--- src/rtl/hex_sched_pkg.sv ---
// Shared types, constants and the round-robin pick function for the
// hex display scheduler.
package hex_sched_pkg;

  typedef logic [6:0] seg_t;

  localparam seg_t SEG_BLANK = 7'h7F;
  localparam int   MAX_NREQ  = 8;

  typedef enum logic [1:0] {IDLE, SCAN, DONE} state_t;

  function automatic int idx_w(input int n);
    return (n > 1) ? $clog2(n) : 1;
  endfunction

  // First requester with req high, searching upward from ptr and wrapping at nreq.
  function automatic logic [2:0] rr_pick(input logic [MAX_NREQ-1:0] req,
                                         input logic [2:0]          ptr,
                                         input int                  nreq);
    logic [2:0] pick;
    logic       found;
    int         cand;
    pick  = '0;
    found = 1'b0;
    for (int k = 0; k < MAX_NREQ; k++) begin
      cand = int'(ptr) + k;
      if (cand >= nreq) cand = cand - nreq;
      if (k < nreq && !found && req[cand]) begin
        pick  = 3'(cand);
        found = 1'b1;
      end
    end
    return pick;
  endfunction

endpackage

--- src/rtl/hex_seg_decode.sv ---
// Nibble to active-low 7-segment pattern (bit 6 = g, bit 0 = a); the single
// decoder shared by all requesters.
module hex_seg_decode
  import hex_sched_pkg::*;
(
  input  logic [3:0] nibble,
  output seg_t       seg
);

  always_comb begin
    // NOTE: default assigned before the case so no path leaves seg unassigned (no latch).
    seg = SEG_BLANK;
    case (nibble)
      4'h0: seg = 7'b1000000;
      4'h1: seg = 7'b1111001;
      4'h2: seg = 7'b0100100;
      4'h3: seg = 7'b0110000;
      4'h4: seg = 7'b0011001;
      4'h5: seg = 7'b0010010;
      4'h6: seg = 7'b0000010;
      4'h7: seg = 7'b1111000;
      4'h8: seg = 7'b0000000;
      4'h9: seg = 7'b0011000;
      4'hA: seg = 7'b0001000;
      4'hB: seg = 7'b0000011;
      4'hC: seg = 7'b1000110;
      4'hD: seg = 7'b0100001;
      4'hE: seg = 7'b0000110;
      4'hF: seg = 7'b0001110;
      default: seg = SEG_BLANK;
    endcase
  end

endmodule

--- src/rtl/hex_display_sched.sv ---
// Round-robin scheduler sharing one 7-segment decoder across NREQ requesters.
// Define HEX_ATOMIC_EN to stage all digits and update HEX together on entry to DONE.
module hex_display_sched
  import hex_sched_pkg::*;
#(
  parameter  int NREQ = 2,
  parameter  int NDIG = 6,
  localparam int OW   = idx_w(NREQ)
) (
  input  logic                   clk,
  input  logic                   reset_n,
  input  logic [NREQ-1:0]        req,
  input  logic [NREQ*4*NDIG-1:0] data,
  output logic [NREQ-1:0]        gnt,
  output logic                   busy,
  output logic                   done,
  output logic [OW-1:0]          owner,
  output logic [7*NDIG-1:0]      HEX
);

  localparam int IW = idx_w(NDIG);
  localparam int DW = 4 * NDIG;

  state_t          state_q, state_d;
  logic [IW-1:0]   idx_q;
  logic [OW-1:0]   rr_q;
  logic [DW-1:0]   shadow_q;
  logic [2:0]      pick;
  logic            any_req;
  logic            last_digit;
  logic [3:0]      nibble;
  seg_t            seg;

  assign any_req    = |req;
  assign pick       = rr_pick(MAX_NREQ'(req), 3'(rr_q), NREQ);
  assign last_digit = (idx_q == IW'(NDIG - 1));
  assign nibble     = shadow_q[idx_q*4 +: 4];
  assign busy       = (state_q != IDLE);
  assign done       = (state_q == DONE);

  hex_seg_decode u_dec (
    .nibble (nibble),
    .seg    (seg)
  );

`ifdef HEX_ATOMIC_EN
  logic [7*NDIG-1:0] stage_q, stage_d;

  always_comb begin
    stage_d              = stage_q;
    stage_d[idx_q*7 +: 7] = seg;
  end
`endif

  always_comb begin
    state_d = state_q;
    unique case (state_q)
      IDLE:    if (any_req) state_d = SCAN;
      SCAN:    if (last_digit) state_d = DONE;
      DONE:    state_d = IDLE;
      default: state_d = IDLE;
    endcase
  end

  // NOTE: sequential state uses non-blocking assignments so every flop samples pre-edge values.
  always_ff @(posedge clk or negedge reset_n) begin
    if (!reset_n) state_q <= IDLE;
    else          state_q <= state_d;
  end

  always_ff @(posedge clk or negedge reset_n) begin
    if (!reset_n) begin
      gnt   <= '0;
      owner <= '0;
      idx_q <= '0;
      rr_q  <= '0;
      HEX   <= {NDIG{SEG_BLANK}};
    end else begin
      gnt <= '0;
      unique case (state_q)
        IDLE: if (any_req) begin
          owner <= OW'(pick);
          gnt   <= NREQ'(1) << pick;
          idx_q <= '0;
        end
        SCAN: begin
          idx_q <= last_digit ? '0 : idx_q + 1'b1;
`ifdef HEX_ATOMIC_EN
          if (last_digit) HEX <= stage_d;
`else
          HEX[idx_q*7 +: 7] <= seg;
`endif
        end
        DONE:    rr_q <= (owner == OW'(NREQ - 1)) ? '0 : owner + 1'b1;
        default: ;
      endcase
    end
  end

  // NOTE: snapshot/staging storage is always written before it is read, so it carries no reset.
  always_ff @(posedge clk) begin
    if (state_q == IDLE && any_req) shadow_q <= data[int'(pick)*DW +: DW];
`ifdef HEX_ATOMIC_EN
    if (state_q == SCAN) stage_q <= stage_d;
`endif
  end

endmodule

--- config.mk ---
export PLATFORM = sky130hd
export DESIGN_NAME = hex_display_sched
export DESIGN_NICKNAME = d
export VERILOG_FILES = /design/src/rtl/hex_sched_pkg.sv /design/src/rtl/hex_seg_decode.sv /design/src/rtl/hex_display_sched.sv
export SDC_FILE = /design/constraint.sdc
export NUM_CORES = 1
export LEC_CHECK = 0
export CORE_MARGIN = 10
export CORE_UTILIZATION = 35
export DETAILED_ROUTE_END_ITERATION = 12
export SYNTH_ARGS = -nofsm -noshare
export SYNTH_HDL_FRONTEND = slang
export SYNTH_HIERARCHICAL = 1
export SYNTH_SLANG_ARGS = --single-unit
--- constraint.sdc ---
create_clock -name clk -period 8.5 [get_ports clk]
set_input_delay 1.7 -clock clk [delete_from_list [all_inputs] [get_ports clk]]
set_output_delay 1.7 -clock clk [all_outputs]
set_load 0.01 [all_outputs]
==> Word level (Yosys, flattened, before mapping) <==
Memories as Yosys holds them, arrays and structs flattened.
Cells that the tools add are included.
Widths: inputs -> output; s select.
{ "word_totals": {"mem_bits_ro": 112, "elab_cells": 61, "mem_count": 1, "ff_bits": 75, "out_inout_bits": 47} }
{ "op_classes": {"n_shift": 5, "order_cmp": 4, "muxes": 21, "n_addsub": 6, "n_mul": 2, "eq_ne": 5, "n_reduce_logical": 10} }
{ "mem_list": {"columns": ["memory", "depth", "width", "rd", "rd_ports_with_merged_regs", "write_ports", "line", "source"], "rows": [
  ["(no name shown)", 16, 7, 1, 0, 0, "hex_seg_decode.sv:13", "case (nibble)"]
]} }
{ "ops": {"columns": ["operator", "n"], "rows": [
  ["$lt 32x5->1 const B", 2],
  ["$mux 32", 2],
  ["$shiftx 48x9->24", 1],
  ["$bwmux 42", 1],
  ["$shift 7x34->42 const A", 1],
  ["$shiftx 7x34->42", 1],
  ["$neg 6->34", 1],
  ["$shiftx 24x6->4", 1],
  ["$mux 3", 4],
  ["$mux 2", 4],
  ["$bmux 1 s3", 2],
  ["$mul 3x3->6 const B", 1],
  ["$mux 1", 6],
  ["$pmux 3 s2", 1],
  ["$reduce_and 2->1", 3],
  ["$mul 3x2->5 const B", 1],
  ["$ne 2x2->1 const B", 2],
  ["$pmux 2 s2", 1],
  ["$reduce_bool 2->1", 2],
  ["$add 3x1->3 const B", 1],
  ["$eq 3x3->1 const B", 1],
  ["$shl 1x3->2 const A", 1],
  ["$sub 1x2->3 const B", 1],
  ["$sub 2x2->3 const B", 1],
  ["10 further kinds", 11]
]} }

==> Depth between registers and ports, before layout <==
Gate-level depths: netlist (run 1).
{ "depth": {"ltp_word": 12, "depth_mapped": 11, "ltp_nobuf": 10} }

==> Modules after synthesis <==
Netlist (run 1), hierarchy kept.
{ "by_module_without_submodules": {"columns": ["mod", "n_inst", "cells_each", "seq_area_each_um2", "area_per_inst_um2"], "rows": [
  ["hex_display_sched", 1, 252, 2049.5, 3637.2],
  ["hex_seg_decode", 1, 33, 0.0, 255.2]
]} }

==> Least setup slack after synthesis (run 1) <==
No wires, ideal clock.
{ "synth_timing": {"path_kind": "input -> register", "from": "input req[0]", "to": "register shadow_q[0], data pin", "stages": 4, "setup_slack_ps": 5665, "setup_time_ps": 260, "t_arrival_ps": 2575, "cell_sequence": "inv_1 > o21ai_2 > buf_4 > mux2_2"} }
{ "synth_via": {"elab_chain_len": 9, "elab_cells_between_ends": 13} }
{ "synth_lines": {"columns": ["item", "line", "source"], "rows": [
  ["from (decl)", "hex_display_sched.sv:12", "input logic [NREQ-1:0] req,"],
  ["$bmux 1 s3", "hex_sched_pkg.sv:28", "if (k < nreq && !found && req[cand]) begin"],
  ["$mux 1 (not written as such) (2 in a row)", "hex_sched_pkg.sv:28", null],
  ["$mux 1", "hex_sched_pkg.sv:28", null],
  ["$logic_not 1->1", "hex_sched_pkg.sv:28", null],
  ["$logic_and 1x1->1", "hex_sched_pkg.sv:28", null],
  ["$mux 3 (*)", "hex_sched_pkg.sv:28", null],
  ["$mul 3x2->5 (*)", "hex_display_sched.sv:102", "if (state_q == IDLE && any_req) shadow_q <= data[int'(pick)*DW +: DW];"],
  ["$shiftx 48x9->24 (*)", "hex_display_sched.sv:102", null],
  ["to (signal assigned)", "hex_display_sched.sv:102", null],
  ["to (decl)", "hex_display_sched.sv:27", "logic [DW-1:0] shadow_q;"]
]} }
Every way passes the cells marked *; elsewhere a longest branch is shown, timed or not. The select of a mux whose other input is x is not followed.
A chain may end at the register's enable or synchronous reset.

==> Worst setup path in the final report (run 1) <==
{ "layout_timing": {"from": "register idx_q[0]", "to": "register HEX[9]"} }
{ "layout_via": {"elab_chain_len": 4, "elab_cells_between_ends": 7} }
{ "layout_lines": {"columns": ["item", "line", "source"], "rows": [
  ["from (decl)", "hex_display_sched.sv:25", "logic [IW-1:0] idx_q;"],
  ["from (signal assigned)", "hex_display_sched.sv:87", "idx_q <= last_digit ? '0 : idx_q + 1'b1;"],
  ["$shiftx 24x6->4", "hex_display_sched.sv:37", "assign nibble = shadow_q[idx_q*4 +: 4];"],
  ["net nibble[0]", "hex_display_sched.sv:31", "logic [3:0] nibble;"],
  ["$mem_v2 16x7", null, null],
  ["net seg[2]", "hex_display_sched.sv:32", "seg_t seg;"],
  ["$shiftx 7x34->42", "hex_display_sched.sv:91", "HEX[idx_q*7 +: 7] <= seg;"],
  ["$bwmux 42", "hex_display_sched.sv:91", null],
  ["to (signal assigned)", "hex_display_sched.sv:77", "HEX <= {NDIG{SEG_BLANK}};"],
  ["to (signal, indexed assignment)", "hex_display_sched.sv:91", null],
  ["to (decl)", "hex_display_sched.sv:18", "output logic [7*NDIG-1:0] HEX"]
]} }
The timed path passes the listed nets, and every way through them passes these cells.

==> results of run 1 <==
==> synth_stat cells (all sizes together) <==
master and number:
nand2b 3, mux2i 16, or2 1, mux4 4
nand4b 1, inv 24, o2bb2ai 2, nand2 15
o31ai 1, a31o 7, o21ai 10, nor2 8
dfrtp 9, nand3 1, o211ai 2, dfstp 42
or3 1, ha 11, xnor2 1, buf 12
and3 11, a32o 2, edfxtp 24, and3b 1
o21a 1, o22ai 2, mux2 52, a21oi 2
nor3 1, clkbuf 3, and2b 1, and2 1
a31oi 8, nor3b 2, nor2b 2, nand4 1
==> worst reg2reg max path, stage by stage (launching register included) <==
cell and delay (ns):
dfrtp_1 0.47, buf_4 0.35, mux4_2 0.56, nand2_1 0.08, o21ai_0 0.31, ha_1 0.38, nand2b_1 0.17, o21ai_0 0.59
and3_1 0.27, mux2_4 0.15
==> metrics by stage <==
step                      utilization  instances  instance area, um2  power, W  setup WS [ns]
final                          0.4763        527                5164  0.001931          5.141
after global routing           0.4763        527                5164  0.002065          4.860
after CTS                      0.4763        527                5164  0.001957          5.127
after detailed placement       0.4552        511                4935  0.001644          5.002
after global placement         0.4552        511                4935  0.001621          5.027
after floorplan                     -        285                3892  0.001315          5.665
==> sequential cells by signal (all words and copies together), names as in the netlist <==
name      flops
state_q       2
rr_q          1
HEX          42
gnt           2
owner         1
idx_q         3
shadow_q     24
==> cells by family after synthesis <==
family	count (synthesis)	synth area share
simple gates	50	0.08422
buf+inv	39	0.05689
xor+xnor	1	0.002250
compound gates	37	0.06654
fa+ha+maj	11	0.03536
mux	72	0.2282
flops	75	0.5265
==> power by group through the flow <==
stage / Sequential [W] / Combinational (W) / Clock [W]
2_1_floorplan: 0.000650 / 0.000664 / 0
3_3_place_gp: 0.000632 / 0.000989 / 0
3_5_place_dp: 0.000636 / 0.00101 / 0
4_1_cts: 0.000630 / 0.00101 / 0.000315
5_1_grt: 0.000643 / 0.00109 / 0.000332
6_report: 0.000627 / 0.000996 / 0.000307
==> routing by layer <==
layer,up-vias,part of all wire
met5,-,0
met4,0,0.0084
met3,7,0.083
met2,82,0.44
met1,1239,0.46
li1,1220,-
==> area by class of cell <==
cell class | instances | area share
flip-flops and latches | 75 | 0.3969
multi-input cells | 171 | 0.3140
repair buffers | 101 | 0.1934
well taps | 140 | 0.03392
clock buffers | 11 | 0.03368
inverters | 24 | 0.01745
clock inverters | 5 | 0.01066
==> worst min path at each step <==
| stage | depth (start not counted) | from | end | slack [ns] |
|---|---|---|---|---|
| global placement | 2 | HEX[27]$_DFFE_PN1P_ | HEX[27]$_DFFE_PN1P_ | 0.46 |
| detailed placement | 2 | HEX[26]$_DFFE_PN1P_ | HEX[26]$_DFFE_PN1P_ | 0.46 |
| finish | 2 | HEX[23]$_DFFE_PN1P_ | HEX[23]$_DFFE_PN1P_ | 0.47 |
| CTS | 2 | HEX[23]$_DFFE_PN1P_ | HEX[23]$_DFFE_PN1P_ | 0.47 |
| floorplan | 2 | HEX[21]$_DFFE_PN1P_ | HEX[21]$_DFFE_PN1P_ | 0.47 |
| global route | 2 | HEX[23]$_DFFE_PN1P_ | HEX[23]$_DFFE_PN1P_ | 0.49 |
==> impl_metrics.yaml, run 1 <==
yosys:
  synthDominantCellAreaShare: 0.2835
  yosys_warnings: 6
  syn-mean-instance-area_um2: 13.66
  post_synth_inst_count: 285
  mappedNetlistNets: 348
  synth-seq-area-share: 0.5265
  ys_types: 49
  synthesis.area_um2: 3892
  synth_top_area_cell: "dfstp_2"
  netlist_top_cells_area: "dfstp_2 (28%), edfxtp_1 (19%), mux2_2 (11%), dfrtp_1 (5.8%), mux2_4 (5.4%)"
  yosys_register_bits: 75
global_route:
  groute.layer.met3.usage: 0.05112
  gr-usage-met1: 0.1381
  grt_most_used_layer: "met2"
  groute.layer.met2.usage: 0.1753
  overflow: 0
  pin_count_of_the_biggest_net_entering_global_routing: 52
  number_of_antenna_violations_at_the_first_check_in_global_routing: 0
  grt_util_all_layers: 0.1130
  grt_first_pass_wirelength_mm: 14.59
  first_global_vias: 2777
critical_path:
  cp.required_ns: 8.80
  crit_chain: "buf_4, mux4_2, nand2_1, o21ai_0, ha_1, nand2b_1, o21ai_0, and3_1, mux2_4"
  crit_family: "compound AO/OA/AOI/OAI gates"
  crit_arrival_ns: 3.66
  cpMostUsedCell: "o21ai_0"
  start_kind: "register"
  worstSetupEndpointType: "register"
  cp_max_fo: 16
  crit_path_end: "HEX[9]$_DFFE_PN1P_"
  reg2reg_slack_ns: 5.14
  worst-r2r-cell-count: 9
  slowest_delay_ns: 0.59
  crit_buf_inv: 1
  worst_setup_path_category: "reg2reg"
  worstReg2RegStart: "idx_q[0]$_DFFE_PN0P_"
  regToRegEndpoint: "HEX[9]$_DFFE_PN1P_"
  crit_path_top_delay_cell: "o21ai_0"
  cp-startpoint: "idx_q[0]$_DFFE_PN0P_"
  timing.critical_path.depth: 9
clocking:
  clk_path_buf_depth: 2
  clock_tree_from_tritoncts: "yes"
  h-tree-depth: 3
  clock_tree.root_cell: "clkbuf_8"
  tritoncts_num_sinks: 75
  cts-buffers-inserted: 9
  cts.repair_timing.setup_buffer_count: 0
  worst_skew_pair_latency_ns: 0.35
  clk_pin_slew_worst_paths_ns: 0.09
  cts_hold_fix_bufs: 0
  cts_resized: 0
power:
  p_switching_w: 0.0007449
  combinationalPowerShare: 0.516
  seqPwrFrac: 0.325
  peakVddDrop_uv: 150.2
  clkPwrFrac: 0.159
  cellLeakagePower_nw: 1.997
  internal-power_w: 0.001186
  p_per_area_nw_per_um2: 373.9
  power.switching_fraction: 0.3859
route:
  wl_per_cell_um: 17.17
  route.vias.total: 2548
  drt-total-wl_mm: 9.050
  via_density_per_instance: 4.835
  final_ant_viol_nets: 0
  first_iter_violations: 110
  drtPass1Iterations: 4
  route.detailed.drc: 0
die:
  initial_utilization: 0.3591
  fp-row-count: 38
  io_pins: 99
  dieArea_um2: 15740
  fp.dieH_um: 125.5
  fp.dieW_um: 125.5
  placeable_core_region_um2: 10840
sta:
  maximum_clock_rate_mhz: 297.7
  final_hold_viol_count: 0
  rsz0062_at_grt: "no"
  worst_slew_margin_rel: 0.2830
  report.final.setup_viol: 0
  finalMaxSlewViolations: 0
  timing.setup.tns_ns: 0
  holdWs_ns: 0.4665
  finalWorstPathRequiredPeriod_ns: 3.359
  tightest_pin_transition_ns: 1.068
  period_share: 0.3952
  final.setup_skew_ns: 0.01238
final_layout:
  multiInputGateArea_um2: 1622
  mostFrequentLayoutCell: "clkdlybuf4s50_1"
  most_used_cells_in_the_layout_excluding_fill_and_tap_cells: "clkdlybuf4s50_1 (97), dfstp_2 (42), mux2_2 (38)"
  n_antenna_cell: 0
  final_net_count: 445
  area_growth_syn_to_layout_pct: 32.66
  final-seq-area_um2: 2049
  final_layout_size_suffix_gt1_frac: 0.3540
  final.fill_count: 1010
min_path:
  hold_path.class: "reg2reg"
place:
  port_buffers: 98
  hpwlAfterDp_mm: 6.759
  globalplace.congestion: 0.7331
job:
  timing.max_cap.violations: 0
run_status:
  run_status: "complete, no violations"
Power figures use the tool's default switching activity.
==> inputs of run 2 (changes only) <==
==> constraint.sdc (replaced) <==
create_clock -name clk -period 3.5 [get_ports clk]
set_input_delay 0.7 -clock clk [delete_from_list [all_inputs] [get_ports clk]]
set_output_delay 0.7 -clock clk [all_outputs]
set_load 0.01 [all_outputs]
==> run 2 against run 1 <==
Compared with the run above:
- global-route usage down 0.31 points
- highest routed layer unchanged
- die area unchanged
- largest cell class unchanged
- via count down 1.1%
- sequential power up 150%
==> impl_metrics.yaml, run 2 (synthesis results as in run 1) <==
route:
  route.vias.total: 2519
  wl_per_cell_um: 16.51
  drt-total-wl_mm: 8.785
  final_ant_viol_nets: 0
  route.detailed.drc: 0
  drtPass1Iterations: 4
  first_iter_violations: 170
  via_density_per_instance: 4.735
clocking:
  clk_path_buf_depth: 2
  cts_hold_fix_bufs: 0
  tritoncts_num_sinks: 75
  clk_pin_slew_worst_paths_ns: 0.08
  worst_skew_pair_latency_ns: 0.35
  cts-buffers-inserted: 9
  clock_tree.root_cell: "clkbuf_8"
  cts_resized: 0
  cts.repair_timing.setup_buffer_count: 0
  h-tree-depth: 3
  clock_tree_from_tritoncts: "yes"
critical_path:
  reg2reg_slack_ns: 0.44
  worstSetupEndpointType: "register"
  worstReg2RegStart: "idx_q[0]$_DFFE_PN0P_"
  crit_arrival_ns: 3.35
  cp.required_ns: 3.79
  start_kind: "register"
  cp_max_fo: 10
  regToRegEndpoint: "HEX[8]$_DFFE_PN1P_"
  worst_setup_path_category: "reg2reg"
  worst-r2r-cell-count: 10
min_path:
  hold_path.class: "in2async"
power:
  finalPower_w: 0.004628
  p_per_area_nw_per_um2: 895.0
  cellLeakagePower_nw: 2.003
  peakVddDrop_uv: 382.7
global_route:
  pin_count_of_the_biggest_net_entering_global_routing: 36
  number_of_antenna_violations_at_the_first_check_in_global_routing: 0
  grt_first_pass_wirelength_mm: 14.24
  first_global_vias: 2678
  grt_util_all_layers: 0.1099
  overflow: 0
die:
  fp.dieW_um: 125.5
  fp.dieH_um: 125.5
  dieArea_um2: 15740
  initial_utilization: 0.3591
  placeable_core_region_um2: 10840
  io_pins: 99
  fp-row-count: 38
sta:
  worst_slew_margin_rel: 0.3228
  holdWs_ns: 0.4280
  final_hold_viol_count: 0
  finalMaxSlewViolations: 0
  tightest_pin_transition_ns: 1.009
  final.setup_skew_ns: 0.01236
  period_share: 0.8741
  timing.setup.tns_ns: 0
  finalWorstPathRequiredPeriod_ns: 3.059
  maximum_clock_rate_mhz: 326.9
  report.final.setup_viol: 0
  rsz0062_at_grt: "no"
final_layout:
  final_net_count: 450
  most_used_cells_in_the_layout_excluding_fill_and_tap_cells: "clkdlybuf4s50_1 (97), dfstp_2 (42), mux2_2 (38)"
  final.fill_count: 1013
  final_layout_size_suffix_gt1_frac: 0.3597
  final-seq-area_um2: 2049
  multiInputGateArea_um2: 1622
  area_growth_syn_to_layout_pct: 32.85
  final_cells: 532
  biggestRegsByFlops: "HEX (42), shadow_q (24), idx_q (3)"
  top_register: "HEX"
  mostFrequentLayoutCell: "clkdlybuf4s50_1"
  largest_register_ff_count: 42
  n_antenna_cell: 0
place:
  dp_cells: 516
  globalplace.congestion: 0.7674
  port_buffers: 98
  hpwlAfterDp_mm: 6.758
run_status:
  run_status: "complete, no violations"
job:
  timing.max_cap.violations: 0
run 2: critical path, cell delays in order, from the launching register on:
cell and delay, ns:
dfrtp_1 0.67, mux4_2 0.56, nand2_1 0.07, o21ai_0 0.29
inv_1 0.21, ha_1 0.27, nand2b_2 0.10, o21ai_2 0.05
a32o_1 0.30, and3_1 0.22, mux2_4 0.25
run 2: how the worst max path moves through the flow:
stage	endpoint	from	slack (ns)	cells past startpoint
2_1_floorplan	HEX[36]$_DFFE_PN1P_	idx_q[0]$_DFFE_PN0P_	0.70	11
3_3_place_gp	HEX[36]$_DFFE_PN1P_	idx_q[0]$_DFFE_PN0P_	0.52	10
3_5_place_dp	HEX[8]$_DFFE_PN1P_	idx_q[0]$_DFFE_PN0P_	0.41	10
6_report	HEX[8]$_DFFE_PN1P_	idx_q[0]$_DFFE_PN0P_	0.44	10
4_1_cts	HEX[8]$_DFFE_PN1P_	idx_q[0]$_DFFE_PN0P_	0.41	10
5_1_grt	HEX[38]$_DFFE_PN1P_	idx_q[0]$_DFFE_PN0P_	0.21	9
run 2: layout make-up:
| class | count | area share |
|---|---|---|
| sequential | 75 | 0.3963 |
| multi-input combinational | 171 | 0.3136 |
| timing repair buffer | 106 | 0.2003 |
| clock buffer | 13 | 0.03484 |
| tap | 140 | 0.03387 |
| inverter | 24 | 0.01742 |
| clock inverter | 3 | 0.003629 |
run 2: routing by layer:
layer	vias to the layer above	wire length, um	GRT usage
met3	10	688	0.04732
met5	-	0	0
met4	0	112	0.03252
met2	89	3843	0.1670
met1	1196	4140	0.1381
li1	1224	-	-
run 2: power breakdown:
group	switching (W)	internal [W]
Combinational	0.00124	0.00120
Sequential	0.000202	0.00134
Clock	0.000315	0.000339
run 2: per-stage QoR:
| step | util | setup WS [ns] | instance area, um2 |
|---|---|---|---|
| floorplan | - | 0.6987 | 3892 |
| global placement | 0.4587 | 0.5201 | 4972 |
| detailed placement | 0.4587 | 0.4127 | 4972 |
| CTS | 0.4770 | 0.4126 | 5171 |
| global route | 0.4770 | 0.2087 | 5171 |
| finish | 0.4770 | 0.4407 | 5171 |
==> inputs of run 3 (changes only) <==
--- a/config.mk
+++ b/config.mk
@@ -8,6 +8,7 @@
 export CORE_MARGIN = 10
 export CORE_UTILIZATION = 35
 export DETAILED_ROUTE_END_ITERATION = 12
+export MAX_ROUTING_LAYER = met4
 export SYNTH_ARGS = -nofsm -noshare
 export SYNTH_HDL_FRONTEND = slang
 export SYNTH_HIERARCHICAL = 1
==> run 3 against run 2 <==
Compared with the run above:
- maximum frequency shrank 0.44%
- sequential share of layout area unchanged
- count of clock-buffer cells in the layout unchanged
- hold slack improved by 0.0059 ns
- die area is the same
- critical path type unchanged
- largest cell class unchanged
- largest power group unchanged
==> impl_metrics.yaml, run 3 (synthesis results as in run 1) <==
run_status:
  run_status: "complete, no violations"
critical_path:
  worstSetupEndpointType: "register"
  slowest_delay_ns: 0.68
  start_kind: "register"
  crit_arrival_ns: 3.35
  crit_chain: "mux4_2, nand2_1, o21ai_0, inv_1, ha_1, nand2b_2, o21ai_2, a32o_1, and3_1, mux2_4"
  cp_max_fo: 10
  worst_setup_path_category: "reg2reg"
  cp.required_ns: 3.78
  crit_path_top_delay_cell: "dfrtp_1"
die:
  dieArea_um2: 15740
  initial_utilization: 0.3591
  placeable_core_region_um2: 10840
  fp.dieW_um: 125.5
  fp.dieH_um: 125.5
  io_pins: 99
  fp-row-count: 38
place:
  dpl_worst_slack_ns: 0.4127
  port_buffers: 98
  globalplace.congestion: 0.7775
  dp_cells: 516
  hpwlAfterDp_mm: 6.758
sta:
  finalWorstPathRequiredPeriod_ns: 3.073
  tightest_pin_transition_ns: 1.016
  final.setup_skew_ns: 0.01257
  report.final.setup_viol: 0
  final_hold_viol_count: 0
  period_share: 0.8780
  worst_slew_margin_rel: 0.3178
  timing.setup.tns_ns: 0
  maximum_clock_rate_mhz: 325.4
  finalMaxSlewViolations: 0
  setup_slack_ns: 0.4271
  rsz0062_at_grt: "no"
final_layout:
  area_growth_syn_to_layout_pct: 32.85
  n_antenna_cell: 0
  most_used_cells_in_the_layout_excluding_fill_and_tap_cells: "clkdlybuf4s50_1 (97), dfstp_2 (42), mux2_2 (38)"
  mostFrequentLayoutCell: "clkdlybuf4s50_1"
  top_register: "HEX"
  final_cells: 532
  biggestRegsByFlops: "HEX (42), shadow_q (24), idx_q (3)"
  final.fill_count: 1013
  final_net_count: 450
  largest_register_ff_count: 42
  final_layout_size_suffix_gt1_frac: 0.3597
global_route:
  grt_util_all_layers: 0.1131
  first_global_vias: 2688
  grt_first_pass_wirelength_mm: 14.19
  number_of_antenna_violations_at_the_first_check_in_global_routing: 0
  pin_count_of_the_biggest_net_entering_global_routing: 36
  overflow: 0
route:
  first_iter_violations: 219
  drt-total-wl_mm: 8.760
  via_density_per_instance: 4.739
  final_ant_viol_nets: 0
  drtPass1Iterations: 4
  route.detailed.drc: 0
  route.vias.total: 2521
  wl_per_cell_um: 16.47
clocking:
  worst_skew_pair_latency_ns: 0.34
  h-tree-depth: 3
  cts_hold_fix_bufs: 0
  clk_path_buf_depth: 2
  tritoncts_num_sinks: 75
  clk_pin_slew_worst_paths_ns: 0.08
  cts_resized: 0
  cts-buffers-inserted: 9
  clock_tree_from_tritoncts: "yes"
  cts.repair_timing.setup_buffer_count: 0
  clock_tree.root_cell: "clkbuf_8"
job:
  timing.max_cap.violations: 0
power:
  peakVddDrop_uv: 383.0
  clkPwrFrac: 0.140
  seqPwrFrac: 0.332
  internal-power_w: 0.002871
  combinationalPowerShare: 0.528
  p_switching_w: 0.001756
  power.switching_fraction: 0.3795
  cellLeakagePower_nw: 2.003
  p_per_area_nw_per_um2: 894.9
min_path:
  hold_path.class: "in2async"
-- run 3: cell counts in the layout (fill, tap and decap cells not counted) --
No cell type changed its count.
-- run 3: final timing paths --
check / slack [ns] / to / depth (start not counted) / from
worst max-delay path: 0.43 / HEX[8]$_DFFE_PN1P_ / 10 / idx_q[0]$_DFFE_PN0P_
worst min-delay path: 0.43 / gnt[0]$_DFF_PN0_ / 1 / reset_n
worst max register to register: 0.43 / HEX[8]$_DFFE_PN1P_ / 10 / idx_q[0]$_DFFE_PN0P_
worst min register to register: 0.47 / HEX[25]$_DFFE_PN1P_ / 2 / HEX[25]$_DFFE_PN1P_
max in group asynchronous: 2.28 / HEX[28]$_DFFE_PN1P_ / 2 / reset_n
min in group clk: 0.47 / HEX[25]$_DFFE_PN1P_ / 2 / HEX[25]$_DFFE_PN1P_
-- run 3: power groups by stage --
| stage | combinational, W | clock, W | sequential, W |
|---|---|---|---|
| 2_1_floorplan | 0.00161 | 0 | 0.00158 |
| 3_3_place_gp | 0.00242 | 0 | 0.00156 |
| 3_5_place_dp | 0.00247 | 0 | 0.00156 |
| 4_1_cts | 0.00248 | 0.000674 | 0.00154 |
| 5_1_grt | 0.00268 | 0.000715 | 0.00158 |
| 6_report | 0.00244 | 0.000647 | 0.00154 |
-- run 3: through the flow --
stage | utilization | area, um2 | hold WS [ns] | total power (W)
after floorplan | - | 3892 | 0.4044 | 0.003193
after detailed placement | 0.4587 | 4972 | 0.4568 | 0.004035
final | 0.4770 | 5171 | 0.4340 | 0.004628
after global placement | 0.4587 | 4972 | 0.4521 | 0.003980
after global routing | 0.4770 | 5171 | 0.4620 | 0.004976
after CTS | 0.4770 | 5171 | 0.4375 | 0.004699
-- run 3: worst max-delay path: cells and delay by family, from the launching register on --
kind	cells	cell delay [ns]
AOI/OAI and AO/OA	3	0.64
buffers and inverters	1	0.21
DFF	1	0.68
and+or+nand+nor	3	0.39
muxes	2	0.81
adders and majority gates	1	0.27
-- run 3: routing by layer --
layer	wire length [um]	share of wire	global-route usage	vias up
li1	-	-	-	1224
met1	4351	0.50	0.1437	1200
met2	3852	0.44	0.1673	91
met3	474	0.054	0.03760	6
met4	81	0.0092	0.03252	0
met5	0	0	-	-
-- run 3: final cells by class --
type	count	area, um2	area share
repair buffers	106	1036	0.2003
inverters	24	90.09	0.01742
flip-flops and latches	75	2049	0.3963
clock buffers	13	180.2	0.03484
well taps	140	175.2	0.03387
multi-input cells	171	1622	0.3136
clock inverters	3	18.77	0.003629
